## config.mk

```make
export PLATFORM = sky130hd
export DESIGN_NAME = tick_ctrl
export DESIGN_NICKNAME = d
export VERILOG_FILES = /design/src/rtl/tick_ctrl_pkg.sv /design/src/rtl/key_debounce.sv /design/src/rtl/tick_ctrl.sv
export SDC_FILE = /design/constraint.sdc
export NUM_CORES = 1
export LEC_CHECK = 0
export CAP_MARGIN = 20
export CORE_MARGIN = 2
export CORE_UTILIZATION = 50
export DETAILED_ROUTE_END_ITERATION = 12
export PLACE_DENSITY = 0.69
export SLEW_MARGIN = 30
export SYNTH_ARGS = -nofsm -noshare
export SYNTH_HDL_FRONTEND = slang
export SYNTH_SLANG_ARGS = --single-unit
export TNS_END_PERCENT = 10
```

## constraint.sdc

```tcl
create_clock -name clk -period 4 [get_ports clk]
set_clock_uncertainty 0.15 [all_clocks]
set_input_delay 0.6 -clock clk [delete_from_list [all_inputs] [get_ports clk]]
set_output_delay 0.6 -clock clk [all_outputs]
set_load 0.03 [all_outputs]
```

## src/rtl/tick_ctrl_pkg.sv

```systemverilog
// Shared state type, default timing constants and period helper
// for the LED chaser tick stage.
package tick_ctrl_pkg;

  typedef enum logic {
    RUN   = 1'b0,
    PAUSE = 1'b1
  } state_t;

  localparam int unsigned TICK_BASE_PERIOD_DFLT = 25_000_000;
  localparam int unsigned TICK_DEBOUNCE_DFLT    = 500_000;

  // A period that shifts down to zero still ticks every cycle.
  function automatic int unsigned period_of(
    input int unsigned base,
    input int unsigned spd
  );
    int unsigned p;
    p = base >> spd;
    return (p == 32'd0) ? 32'd1 : p;
  endfunction

endpackage

```

## src/rtl/key_debounce.sv

```systemverilog
// Push-button path: 2-FF sync, optional debounce, falling-edge press.
// Debounce counter present only with TICK_CTRL_DEBOUNCE_EN defined.
module key_debounce
  import tick_ctrl_pkg::*;
#(
  parameter int unsigned DEBOUNCE_CYCLES = TICK_DEBOUNCE_DFLT
) (
  input  logic clk,
  input  logic reset,
  input  logic key_n,
  output logic level,
  output logic press
);

  if (DEBOUNCE_CYCLES == 0) begin : g_bad_cfg
    $error("key_debounce: DEBOUNCE_CYCLES must be at least 1");
  end

  logic r_sync1;
  logic r_sync2;
  logic r_level_d;
  logic w_level;

  always_ff @(posedge clk) begin
    if (reset) begin
      r_sync1   <= 1'b1;
      r_sync2   <= 1'b1;
      r_level_d <= 1'b1;
    end else begin
      r_sync1   <= key_n;
      r_sync2   <= r_sync1;
      r_level_d <= w_level;
    end
  end

`ifdef TICK_CTRL_DEBOUNCE_EN
  localparam int unsigned CW =
    (DEBOUNCE_CYCLES > 1) ? $clog2(DEBOUNCE_CYCLES) : 1;
  localparam logic [CW-1:0] LAST = CW'(DEBOUNCE_CYCLES - 1);

  logic [CW-1:0] r_cnt;
  logic          r_level;

  // Level flips only after a full run of disagreeing samples.
  always_ff @(posedge clk) begin
    if (reset) begin
      r_cnt   <= '0;
      r_level <= 1'b1;
    end else if (r_sync2 == r_level) begin
      r_cnt <= '0;
    end else if (r_cnt == LAST) begin
      r_level <= r_sync2;
      r_cnt   <= '0;
    end else begin
      r_cnt <= r_cnt + 1'b1;
    end
  end

  assign w_level = r_level;
`else
  assign w_level = r_sync2;
`endif

  assign level = w_level;
  assign press = r_level_d & ~w_level;

endmodule

```

## src/rtl/tick_ctrl.sv

```systemverilog
// LED chaser tick generator: rate select, pause/resume, single-step.
// Key debounce enabled by defining TICK_CTRL_DEBOUNCE_EN.
module tick_ctrl
  import tick_ctrl_pkg::*;
#(
  parameter int unsigned BASE_PERIOD     = TICK_BASE_PERIOD_DFLT,
  parameter int unsigned DEBOUNCE_CYCLES = TICK_DEBOUNCE_DFLT,
  parameter int unsigned SPEED_W         = 3
) (
  input  logic               clk,
  input  logic               reset,
  input  logic [SPEED_W-1:0] speed,
  input  logic               key_pause_n,
  input  logic               key_step_n,
  output logic               tick,
  output logic               running,
  output logic [SPEED_W-1:0] speed_q
);

  localparam int unsigned PW = $clog2(BASE_PERIOD + 1);

  state_t             r_state;
  state_t             w_state_nxt;
  logic [PW-1:0]      r_cnt;
  logic [PW-1:0]      w_cnt_nxt;
  logic [PW-1:0]      w_period;
  logic [SPEED_W-1:0] r_speed_q;
  logic [SPEED_W-1:0] w_speed_nxt;
  logic               r_tick;
  logic               w_tick_nxt;
  logic               w_wrap;
  logic               w_pause_press;
  logic               w_step_press;
  logic [1:0]         w_unused_lvl;

  key_debounce #(
    .DEBOUNCE_CYCLES(DEBOUNCE_CYCLES)
  ) u_key_pause (
    .clk   (clk),
    .reset (reset),
    .key_n (key_pause_n),
    .level (w_unused_lvl[0]),
    .press (w_pause_press)
  );

  key_debounce #(
    .DEBOUNCE_CYCLES(DEBOUNCE_CYCLES)
  ) u_key_step (
    .clk   (clk),
    .reset (reset),
    .key_n (key_step_n),
    .level (w_unused_lvl[1]),
    .press (w_step_press)
  );

  assign w_period = PW'(period_of(BASE_PERIOD, 32'(r_speed_q)));
  assign w_wrap   = (r_cnt == w_period - 1'b1);

  always_ff @(posedge clk) begin
    if (reset) begin
      r_state   <= RUN;
      r_cnt     <= '0;
      r_speed_q <= '0;
      r_tick    <= 1'b0;
    end else begin
      r_state   <= w_state_nxt;
      r_cnt     <= w_cnt_nxt;
      r_speed_q <= w_speed_nxt;
      r_tick    <= w_tick_nxt;
    end
  end

  // Pause outranks both a pending wrap and a same-cycle step.
  always_comb begin
    w_state_nxt = r_state;
    w_cnt_nxt   = r_cnt;
    w_speed_nxt = r_speed_q;
    w_tick_nxt  = 1'b0;
    unique case (r_state)
      RUN: begin
        if (w_pause_press) begin
          w_state_nxt = PAUSE;
          w_cnt_nxt   = '0;
        end else if (w_wrap) begin
          w_cnt_nxt   = '0;
          w_speed_nxt = speed;
          w_tick_nxt  = 1'b1;
        end else begin
          w_cnt_nxt = r_cnt + 1'b1;
        end
      end
      PAUSE: begin
        w_cnt_nxt   = '0;
        w_speed_nxt = speed;
        if (w_pause_press) begin
          w_state_nxt = RUN;
        end else if (w_step_press) begin
          w_tick_nxt = 1'b1;
        end
      end
    endcase
  end

  assign tick    = r_tick;
  assign running = (r_state == RUN);
  assign speed_q = r_speed_q;

endmodule
```

Word-level counts from Yosys, hierarchy flattened --
Index checks and enable logic that the tools add are counted.
Storage, ports and cells: input bits 7, register bits 36
Cells by class: bitwise logic cells 5, shift operators 1, mux-type cells 15, $add $sub $neg 2, reduce and logical (&&, ||, !) cells 2, eq/ne operators 3
Operators by type and width (number):
- 2-to-1 mux 25 bit | 3
- one-hot mux 25 bit (2 select lines) | 1
- zero test 32 bit | 1
- right shift 25 x 3 -> 32 bit, first input constant | 1
- adder 25 x 1 -> 25 bit, second input constant | 1
- == test 25 bit | 1
- subtractor 25 x 1 -> 25 bit, second input constant | 1
- 2-to-1 mux 1 bit | 6
- 2-to-1 mux 3 bit | 2
- one-hot mux 3 bit (2 select lines) | 1
- one-hot mux 1 bit (2 select lines) | 2
- inverter 1 bit | 3
- bitwise AND 1 bit | 2
- != test 2 x 1 -> 1 bit, second input constant | 1
- != test 2 bit, second input constant | 1
- AND reduction 2 bit | 1

Depth between registers and ports, before layout --
Gate-level depths: netlist of the first run.
depth in word-level cells 8, mapped depth 12, gate-level depth less buffers 10

By module --
Synthesis of the first run repeated with hierarchy kept, for this count alone.
Second synthesis, totals: cell total of the unflattened synthesis 282, area total of the unflattened synthesis 2272.2 um2
By module, submodules not included:
- tick_ctrl | instances 1, sequential area each 600.6 um2, cells an instance 268, area an instance 2102.0 um2
- key_debounce | instances 2, sequential area each 60.1 um2, cells an instance 7, area an instance 85.1 um2

Worst setup path before layout of the first run --
OpenSTA, ideal clock, no wires.
path kind flip-flop to flip-flop, start register r_speed_q[0] (netlist: speed_q[0]), end register r_cnt[0], stages on the path, launching flop included 13, arrival 2737 ps, library setup time 122 ps, required time 3728 ps, buffers on the path 2, setup slack 991 ps, cells stage by stage dfxtp_1 -> buf_2 -> nor2b_1 -> nand2_1 -> ha_1 -> nor2b_1 -> o21a_1 -> or3_1 -> a211oi_2 -> nand4_1 -> o311ai_4 -> buf_6 -> nor2_1
Between the ends: cells in the longest elaborated chain, start to end 8
Ends and longest elaborated chain:
- start: declaration | RTL line tick_ctrl.sv:27 | logic [SPEED_W-1:0] r_speed_q;
- start signal: assignment | RTL line tick_ctrl.sv:68 | r_speed_q <= w_speed_nxt;
- right shift 25 x 3 -> 32 bit * | RTL line tick_ctrl_pkg.sv:19 | p = base >> spd;
- zero test 32 bit | RTL line tick_ctrl_pkg.sv:20 | return (p == 32'd0) ? 32'd1 : p;
- 2-to-1 mux 25 bit * | RTL line tick_ctrl_pkg.sv:20
- subtractor 25 x 1 -> 25 bit * | RTL line tick_ctrl.sv:57 | assign w_wrap = (r_cnt == w_period - 1'b1);
- == test 25 bit * | RTL line tick_ctrl.sv:57
- 2-to-1 mux 25 bit * | RTL line tick_ctrl.sv:84 | end else if (w_wrap) begin
- 2-to-1 mux 25 bit * | RTL line tick_ctrl.sv:81 | if (w_pause_press) begin
- one-hot mux 25 bit (2 select lines) * | RTL line tick_ctrl.sv:79 | unique case (r_state)
- end signal: assignment | RTL line tick_ctrl.sv:67 | r_cnt <= w_cnt_nxt;
- end: declaration | RTL line tick_ctrl.sv:24 | logic [PW-1:0] r_cnt;
Mark *: on every way between the ends. The rest lies on a longest branch, timed or not. A chain may end at the register's enable or synchronous reset.

Worst setup path in the final report of the first run --
start register r_speed_q[0] (netlist: speed_q[0]), end register r_cnt[2]
Same word-level chain as after synthesis.

==> results of run 1 <==
==> power by group through the flow <==
stage | clock (uW) | combinational, uW | sequential, uW
after CTS | 284 | 72.9 | 372
final | 274 | 71.9 | 372
after floorplan | 0 | 52.8 | 381
after global routing | 298 | 79.8 | 373
after detailed placement | 0 | 72.6 | 380
after global placement | 0 | 71.0 | 380
==> layout by cell type, fill, tap and decap left out, drive strengths merged, types with 6 or more instances in the layout <==
cell           count
or2                8
dfxtp             36
nand2             18
inv                8
nand4              6
clkdlybuf4s50     11
nor2              39
clkbuf             7
nor2b              7
nand2b            15
xor2              15
o21ai              6
nand3             14
xnor2             14
==> cells by family after synthesis <==
group,after synthesis,share of synthesized area [%]
and+or+nand+nor,133,32.2
AOI/OAI and AO/OA,39,14.0
DFF,36,32.8
xor gates and xnor gates,29,11.6
buffers and inverters,24,5.41
muxes,5,2.28
adders and majority gates,3,1.71
==> sequential cells by signal, indices dropped and copies added (netlist names) <==
signal                 cells
tick                       1
u_key_pause.r_sync1        1
u_key_pause.level          1
u_key_step.r_level_d       1
u_key_step.r_sync1         1
r_cnt                     25
u_key_pause.r_level_d      1
r_state                    1
u_key_step.level           1
speed_q                    3
==> Yosys cell counts (all sizes together) (2+ instances only) <==
library cell   n  share of area (%)
a2111oi        3                1.5
a211oi         5                1.9
a21oi          5                1.1
a31oi          3               0.85
and3           5                1.4
and3b          3                1.2
and4b          2               0.91
buf           11                3.2
clkbuf         5               0.85
dfxtp         36                 33
ha             3                1.7
inv            8                1.4
mux2i          5                2.3
nand2         18                3.1
nand2b        15                4.3
nand3         14                3.2
nand4          6                1.7
nor2          39                6.7
nor2b          7                2.0
nor3           2               0.46
nor3b          2               0.68
nor4           3               0.85
o211ai         2               0.68
o21a           2               0.68
o21ai          6                1.4
o22ai          3                1.1
o31ai          2               0.68
or2            8                2.3
or3            2               0.57
or3b           2               0.80
xnor2         14                5.6
xor2          15                6.0
==> metrics by stage <==
| step | std cells | util (%) | hold WS, ns | power (uW) |
|---|---|---|---|---|
| 3_3_place_gp | 320 | 53.8 | 0.244 | 451 |
| 6_report | 327 | 56.1 | 0.260 | 718 |
| 3_5_place_dp | 320 | 53.8 | 0.245 | 453 |
| 5_1_grt | 327 | 56.1 | 0.289 | 751 |
| 2_1_floorplan | 269 | - | 0.239 | 434 |
| 4_1_cts | 327 | 56.1 | 0.261 | 729 |
==> how the worst max path moves through the flow <==
stage	start	end	cells after the start
final	speed_q[0]	r_cnt[2]	12
after detailed placement	speed_q[0]	r_cnt[6]	12
after floorplan	speed_q[0]	r_cnt[0]	12
after global routing	speed_q[0]	r_cnt[22]	12
after global placement	speed_q[0]	r_cnt[12]	12
after CTS	speed_q[0]	r_cnt[23]	12
==> critical path: cells and delay by family (launching register included) <==
family	cells	cell delay (ns)
AOI/OAI and AO/OA	3	0.70
adders and majority gates	1	0.27
buffers and inverters	2	0.61
DFF	1	0.36
and+or+nand+nor	6	0.93
==> layout make-up <==
| class | instances | share of cell area (%) |
|---|---|---|
| well taps | 52 | 2.70 |
| flip-flops and latches | 36 | 29.9 |
| repair buffers | 15 | 5.82 |
| inverters | 8 | 1.25 |
| clock buffers | 7 | 4.00 |
| multi-input cells | 209 | 56.3 |
==> metal layers <==
metal	vias up	part of all wire, %	track usage (%)
met5	-	0	0
met3	5	3.9	3.90
met1	889	47	26.7
li1	943	-	-
met4	0	1.1	5.77
met2	33	48	34.1
==> reports/metrics.cfg, run 1 <==
[place]
dp_slack_ns = 0.855
instance_area_at_placement_um2 = 2310
gp_congestion = 0.844
place_hpwl_um = 3340
buffer_ports.inserted = 11

[floorplan]
fp.coreArea_um2 = 4290
io-pin-count = 12
start_util_pct = 51.1
die-height_um = 70.3
dieArea_um2 = 4940
fp-row-count = 24
die_x_um = 70.3

[yosys]
synth-seq-cells = 36
synth_edf_count = 0
netlist_area_um2 = 2200
syn-num-nets = 279
synth_sequential_area_ratio_pct = 32.8
yosys_warnings = 0
synth_top_flop_cell = dfxtp_1
post_synth.cell_area_avg_um2 = 8.16
synthesized_netlist_cell_count = 269
synth_cell_type_count = 53
synth_async_sr_flop_share_pct = 0

[power]
power-per-cell-area_nw_per_um2 = 298
static-leakage-power_uw = 0.000816
worst_ir_drop_vdd_mv = 0.180
switching_share_pct = 23.4
pwr-share-clk_pct = 38.1
total_switching_power_uw = 168
sequentialPowerShare_pct = 51.8
share_comb_of_total_power_pct = 10.0
intPower_uw = 550

[timing]
timing.final.setup_violations = 0
period_needed_ns = 3.16
worst-slew-pin-transition_ns = 0.592
worst_slew_margin_rel_pct = 59.5
slew_violations = 0
final-hold-violation-count = 0
layout_worst_path_cycle_share_pct = 79.0
maxClockFrequency_mhz = 316
grt_setup_unrepaired = no
post-route-worst-setup-slack_ns = 0.840
setup_total_negative_slack_ns = 0

[finish]
multiInputGateArea_um2 = 1360
nNetsFinal = 285
area_growth_syn_to_layout_pct = 9.69
insertedDiodeCount = 0
post_route_cells_drive_above_1_share_pct = 8.73
ff_latch_area_um2 = 721
nFillCells = 442
stdcell_area_um2 = 2410

[detailed_routing]
avgRoutedWirePerCell_um = 14.0
drt_pre_antenna_iters = 4
first_iter_violations = 85
drc_errors = 0
route.final.wire_length_um = 4570
antenna_violating_nets_post_route = 0
via_per_inst = 5.72
via_count = 1870

[worst_setup_path]
regToRegStartpoint = speed_q[0]
critical-path-slowest-cell = or3_1
rr_worst_depth = 12
critPathCaptureType = flip-flop
worstPathCellList = buf_4 > nor2b_1 > nand2_1 > ha_1 > nor2b_1 > o21a_1 > or3_1 > a211oi_2 > nand4_1 > o311ai_4 > buf_4 > nor2_1
criticalPathCategory = flip-flop to flip-flop
cp_data_required_time_ns = 4.01
reg2reg_slack_ns = 0.84
crit_path_max_incr_delay_ns = 0.39
capturing_point_of_the_worst_reg2reg_path = r_cnt[2]
worstPathArrival_ns = 3.17
worstSetupStartpointType = flip-flop
path_max_fanout = 30

[outcome]
run_status = finished clean

[grt]
first_global_vias = 1713
pin_count_of_the_biggest_net_entering_global_routing = 32
grtUsageTotal_pct = 20.4
grt_first_pass_wirelength_um = 8090
grt_overflow = 0
antenna_found_initial = 0

[clock_network]
numCtsBuffers = 5
cts_root_buf = clkbuf_8
cts.reportedPaths.clkPinSlew_ns = 0.07
post_cts_buffers = 0
post_cts_resize_count = 0
clock_sinks = 36
level_count_of_the_clock_h_tree = 2
cts_hold_buffers = 0
tritoncts_clock_tree = yes
max-clock-path-buffers = 2
worstSkewPairLatency_ns = 0.28

[min_path]
hold-path-endpoint = u_key_step.level
whs_path_depth = 1
min_path_type = flip-flop to flip-flop
timing.hold.worst.start = u_key_step.r_sync1

[job]
cap_viol_max_count = 0

(Power assumes the default switching activity.)
==> run 2: changes to the inputs <==
Clock period 4 ns to 3 ns, I/O delays scaled along.
==> reports/metrics.cfg, run 2 (same netlist as run 1, synthesis figures left out) <==
[worst_setup_path]
path_max_fanout = 25  ; -17%
worstPathCellList = nor2b_1 > nand2_1 > ha_1 > nor2b_1 > o21a_1 > or3_1 > a211oi_2 > nand4_1 > o311ai_4 > buf_12 > nor2_1
timing.critical_path.max_delay_family = simple AND/OR/NAND/NOR gates
critPathCaptureType = flip-flop
worstPathArrival_ns = 2.78  ; -0.39 ns
criticalPathCategory = flip-flop to flip-flop
rr_worst_depth = 11  ; -1
reg2reg_slack_ns = 0.26  ; -0.58 ns
crit_path_max_incr_delay_ns = 0.38  ; about the same
regToRegStartpoint = speed_q[0]
cp_data_required_time_ns = 3.04  ; -0.97 ns
critical-path-slowest-cell = or3_1
capturing_point_of_the_worst_reg2reg_path = r_cnt[9]
critical_path.most_common_cell = nor2b_1
worst-path-buf-inv = 1  ; -1
worstSetupStartpointType = flip-flop

[power]
switching_share_pct = 25.6  ; +2.2 points
worst_ir_drop_vdd_mv = 0.289  ; +60%
power-per-cell-area_nw_per_um2 = 382  ; +28%
share_comb_of_total_power_pct = 10.9  ; +0.9 points
total_switching_power_uw = 240  ; +43%
static-leakage-power_uw = 0.000846  ; +3.6%
intPower_uw = 697  ; +27%
pwr-share-clk_pct = 36.0  ; -2.1 points
sequentialPowerShare_pct = 53.1  ; +1.3 points
total_power_uw = 937  ; +30%

[timing]
worst_slew_margin_rel_pct = 60.2  ; +0.69 points
post-route-worst-setup-slack_ns = 0.260  ; -0.580 ns
maxClockFrequency_mhz = 365  ; +15%
layout_worst_path_cycle_share_pct = 91.3  ; +12 points
grt_setup_unrepaired = no
setup_total_negative_slack_ns = 0  ; unchanged
period_needed_ns = 2.74  ; -0.420 ns
timing.final.setup_violations = 0  ; unchanged
final-hold-violation-count = 0  ; unchanged
worst-slew-pin-transition_ns = 0.582  ; -0.0101 ns
slew_violations = 0  ; unchanged

[place]
buffer_ports.inserted = 11  ; unchanged
dp_slack_ns = 0.269  ; -0.586 ns
gp_congestion = 0.835  ; -1.1%
place_hpwl_um = 3270  ; -2.2%
post-place-cells = 325  ; +1.6%

[grt]
first_global_vias = 1678  ; -2.0%
grtUsageTotal_pct = 20.5  ; +0.15 points
antenna_found_initial = 0  ; unchanged
grt_first_pass_wirelength_um = 8110  ; +0.26%
grt_overflow = 0  ; unchanged
pin_count_of_the_biggest_net_entering_global_routing = 28  ; -13%

[job]
cap_viol_max_count = 0  ; unchanged

[floorplan]
start_util_pct = 51.1  ; unchanged
fp-row-count = 24  ; unchanged
io-pin-count = 12  ; unchanged
die_x_um = 70.3  ; unchanged
fp.coreArea_um2 = 4290  ; unchanged
dieArea_um2 = 4940  ; unchanged
die-height_um = 70.3  ; unchanged

[finish]
area_growth_syn_to_layout_pct = 11.7
registers.top_by_ff_count = r_cnt
layout.cells.most_common = nor2_1
nNetsFinal = 290  ; +1.8%
post_layout_nonfiller_instances = 333  ; +1.8%
post_route_cells_drive_above_1_share_pct = 11.4  ; +2.7 points
insertedDiodeCount = 0  ; unchanged
final_core_utilization_pct = 57.1  ; +1.0 points
largest_register_ffs = 25  ; unchanged
most-common-layout-cells = 39 x nor2_1, 34 x dfxtp_1, 18 x nand2_1

[min_path]
whs_path_depth = 1  ; unchanged
min_path_type = flip-flop to flip-flop
hold-path-endpoint = u_key_step.level
timing.hold.worst.start = u_key_step.r_sync1

[clock_network]
post_cts_resize_count = 0  ; unchanged
tritoncts_clock_tree = yes
post_cts_buffers = 0  ; unchanged
cts_root_buf = clkbuf_8
max-clock-path-buffers = 2  ; unchanged
worstSkewPairLatency_ns = 0.29  ; about the same
cts.reportedPaths.clkPinSlew_ns = 0.07  ; about the same
cts_hold_buffers = 0  ; unchanged
level_count_of_the_clock_h_tree = 2  ; unchanged
clock_sinks = 36  ; unchanged
numCtsBuffers = 5  ; unchanged

[detailed_routing]
antenna_violating_nets_post_route = 0  ; unchanged
via_per_inst = 5.53  ; -3.2%
via_count = 1843  ; -1.4%
first_iter_violations = 114  ; +34%
drt_pre_antenna_iters = 4  ; unchanged
route.final.wire_length_um = 4540  ; -0.68%
drc_errors = 0  ; unchanged
avgRoutedWirePerCell_um = 13.6  ; -2.5%

[outcome]
run_status = finished clean

==> run 2: cell types whose count changed in the layout (fill, tap and decap cells not counted), sizes merged <==
cell	previous run	this run
buf	4	9
clkbuf	7	5
clkinv	0	3
==> run 2: layer usage <==
metal  track usage, %  vias up  wire [um]
met1             29.2      853       2350
met5                0        -          0
li1                 -      957          -
met4             7.05        0         65
met3             4.33        7        133
met2             30.7       26       1990
==> run 2: layout make-up <==
cell class                 count  area (um2)
fill                         412        1840
sequential                    36         723
timing repair buffer          20         190
multi-input combinational    209        1360
tap                           52        65.1
clock inverter                 3        18.8
clock buffer                   5        68.8
inverter                       8        30.0
==> run 2: power by group through the flow <==
stage               Combinational (uW)  Sequential [uW]  Clock (uW)
global route                       114              500         371
floorplan                         70.4              508           0
detailed placement                 103              508           0
finish                             102              498         337
CTS                                103              497         350
global placement                   102              508           0
==> run 2: worst reg2reg max path: stages (launching register included) <==
cell	delay, ns
dfxtp_2	0.37
nor2b_1	0.16
nand2_1	0.07
ha_1	0.26
nor2b_1	0.07
o21a_1	0.17
or3_1	0.38
a211oi_2	0.22
nand4_1	0.15
o311ai_4	0.34
buf_12	0.20
nor2_1	0.08
==> run 2: how the worst max path moves through the flow <==
stage / start / end / slack, ns / depth (start not counted)
finish: speed_q[0] / r_cnt[9] / 0.26 / 11
global route: speed_q[0] / r_cnt[22] / 0.02 / 11
CTS: speed_q[2] / r_cnt[20] / 0.25 / 11
detailed placement: speed_q[2] / r_cnt[20] / 0.27 / 11
global placement: speed_q[0] / r_cnt[13] / 0.28 / 11
floorplan: speed_q[2] / r_cnt[0] / 0.02 / 12
==> run 2: metrics by stage <==
stage                     hold slack, ns  cell area [um2]
after floorplan                    0.239             2200
after global placement             0.248             2360
after detailed placement           0.248             2360
after CTS                          0.266             2450
after global routing               0.290             2450
final                              0.268             2450
==> run 3: changes to the inputs <==
Settings changed: CELL_PAD_IN_SITES_DETAIL_PLACEMENT set to 1, CELL_PAD_IN_SITES_GLOBAL_PLACEMENT set to 1, CORE_UTILIZATION 50 to 45, CTS_CLUSTER_DIAMETER set to 100, PLACE_DENSITY 0.69 to not set, PLACE_DENSITY_LB_ADDON set to 0.1.
==> reports/metrics.cfg, run 3 (same netlist as run 1, synthesis figures left out) <==
[finish]
largest_register_ffs = 25  ; unchanged
layout.cells.most_common = nor2_1
post_route_cells_drive_above_1_share_pct = 10.4  ; -0.99 points
nNetsFinal = 291  ; +0.34%
stdcell_area_um2 = 2450  ; -0.25%
registers.top_by_ff_count = r_cnt
nFillCells = 591  ; +43%
insertedDiodeCount = 0  ; unchanged
most-common-layout-cells = 39 x nor2_1, 35 x dfxtp_1, 18 x nand2_1
area_growth_syn_to_layout_pct = 11.4

[place]
buffer_ports.inserted = 11  ; unchanged
place_hpwl_um = 3990  ; +22%
instance_area_at_placement_um2 = 2380  ; +0.58%
gp_congestion = 0.804  ; -3.7%
dp_slack_ns = 0.193  ; -0.0765 ns

[power]
total_power_uw = 904  ; -3.5%
power-per-cell-area_nw_per_um2 = 370  ; -3.3%
static-leakage-power_uw = 0.000834  ; -1.4%
worst_ir_drop_vdd_mv = 0.196  ; -32%

[job]
cap_viol_max_count = 0  ; unchanged

[detailed_routing]
route.final.wire_length_um = 5270  ; +16%
met3RoutedLength_um = 163  ; +23%
antenna_violating_nets_post_route = 0  ; unchanged
first_iter_violations = 91  ; -20%
met2_wirelength_um = 2370  ; +19%
via_per_inst = 5.43  ; -1.9%
drt_pre_antenna_iters = 4  ; unchanged
avgRoutedWirePerCell_um = 15.2  ; +12%
drc_errors = 0  ; unchanged
met1Wirelength_um = 2650  ; +13%
topRoutingLayerUsed = met4
via_count = 1878  ; +1.9%

[timing]
grt_setup_unrepaired = no
final-hold-violation-count = 0  ; unchanged
timing.final.setup_violations = 0  ; unchanged
worst-slew-pin-transition_ns = 0.629  ; +0.0467 ns
post-route-worst-setup-slack_ns = 0.158  ; -0.102 ns
period_needed_ns = 2.84  ; +0.102 ns
layout_worst_path_cycle_share_pct = 94.7  ; +3.4 points
worst_slew_margin_rel_pct = 57.0  ; -3.2 points
slew_violations = 0  ; unchanged
setup_total_negative_slack_ns = 0  ; unchanged
maxClockFrequency_mhz = 352  ; -3.6%
finalHoldWorstSlack_ns = 0.260  ; -0.00734 ns

[grt]
grt_first_pass_wirelength_um = 8830  ; +8.9%
first_global_vias = 1842  ; +9.8%
antenna_found_initial = 0  ; unchanged
grtUsageTotal_pct = 21.1  ; +0.52 points
pin_count_of_the_biggest_net_entering_global_routing = 20  ; -29%
grt_overflow = 0  ; unchanged

[floorplan]
die_x_um = 73.9  ; +5.1%
fp.coreArea_um2 = 4720  ; +10%
io-pin-count = 12  ; unchanged
start_util_pct = 46.5  ; -4.6 points
fp-row-count = 25  ; +4.2%
dieArea_um2 = 5450  ; +10%
die-height_um = 73.9  ; +5.1%

[worst_setup_path]
worstPathCellList = nor2b_1 > nand2_1 > ha_1 > nor2b_1 > o21a_1 > or3_1 > a211oi_2 > nand4_1 > o311ai_4 > buf_4 > nor2_1
criticalPathCategory = flip-flop to flip-flop
critPathCaptureType = flip-flop
worst-path-buf-inv = 1  ; unchanged
critical_path.most_common_cell = nor2b_1
timing.critical_path.max_delay_family = simple AND/OR/NAND/NOR gates
critical-path-slowest-cell = or3_1
worstSetupStartpointType = flip-flop
worstPathArrival_ns = 2.87  ; +0.09 ns
path_max_fanout = 12  ; -52%
crit_path_max_incr_delay_ns = 0.39  ; about the same
cp_data_required_time_ns = 3.02  ; -0.02 ns

[clock_network]
max-clock-path-buffers = 2  ; unchanged
cts.reportedPaths.clkPinSlew_ns = 0.06  ; about the same
numCtsBuffers = 5  ; unchanged
level_count_of_the_clock_h_tree = 2  ; unchanged
clock_sinks = 36  ; unchanged
worstSkewPairLatency_ns = 0.28  ; about the same
cts_hold_buffers = 0  ; unchanged
tritoncts_clock_tree = yes
cts_root_buf = clkbuf_8

[min_path]
min_path_type = flip-flop to flip-flop

[outcome]
run_status = finished clean

-- run 3: cell count changes in the layout (fill, tap and decap cells not counted), sizes merged --
cell	delta
buf	+1
clkinv	-3
-- run 3: per-stage QoR --
step / util (%) / cells
2_1_floorplan: - / 269
3_5_place_dp: 50.3 / 341
6_report: 51.8 / 346
5_1_grt: 51.8 / 346
4_1_cts: 51.8 / 346
3_3_place_gp: 50.3 / 341
-- run 3: layout make-up --
cell class	count	area (um2)	area share, %
inverter	8	30.0	1.23
tap	67	83.8	3.43
sequential	36	722	29.5
multi-input combinational	209	1360	55.4
timing repair buffer	21	185	7.57
clock buffer	5	68.8	2.81
-- run 3: worst paths after layout --
path,from,endpoint,slack (ns),cells past startpoint
worst max-delay path,speed_q[2],r_cnt[6],0.16,11
worst min-delay path,u_key_step.r_sync1,u_key_step.level,0.26,1
worst max register to register,speed_q[2],r_cnt[6],0.16,11
worst min register to register,u_key_step.r_sync1,u_key_step.level,0.26,1
-- run 3: metal layers --
| metal | track usage [%] | up-vias |
|---|---|---|
| li1 | - | 955 |
| met1 | 28.1 | 891 |
| met2 | 33.7 | 22 |
| met3 | 4.25 | 10 |
| met4 | 7.07 | 0 |
| met5 | 0 | - |
-- run 3: power by group --
group | internal (uW) | total, uW | switching (uW)
Clock | 149 | 303 | 154
Combinational | 46.9 | 103 | 55.9
Sequential | 487 | 498 | 10.7
-- run 3: repair_timing --
action / CTS / global route
resized for setup: 0 / 0
endpoints found under the hold margin: 0 / 0
setup endpoints to repair: 0 / 1
buffers inserted: 0 / 0
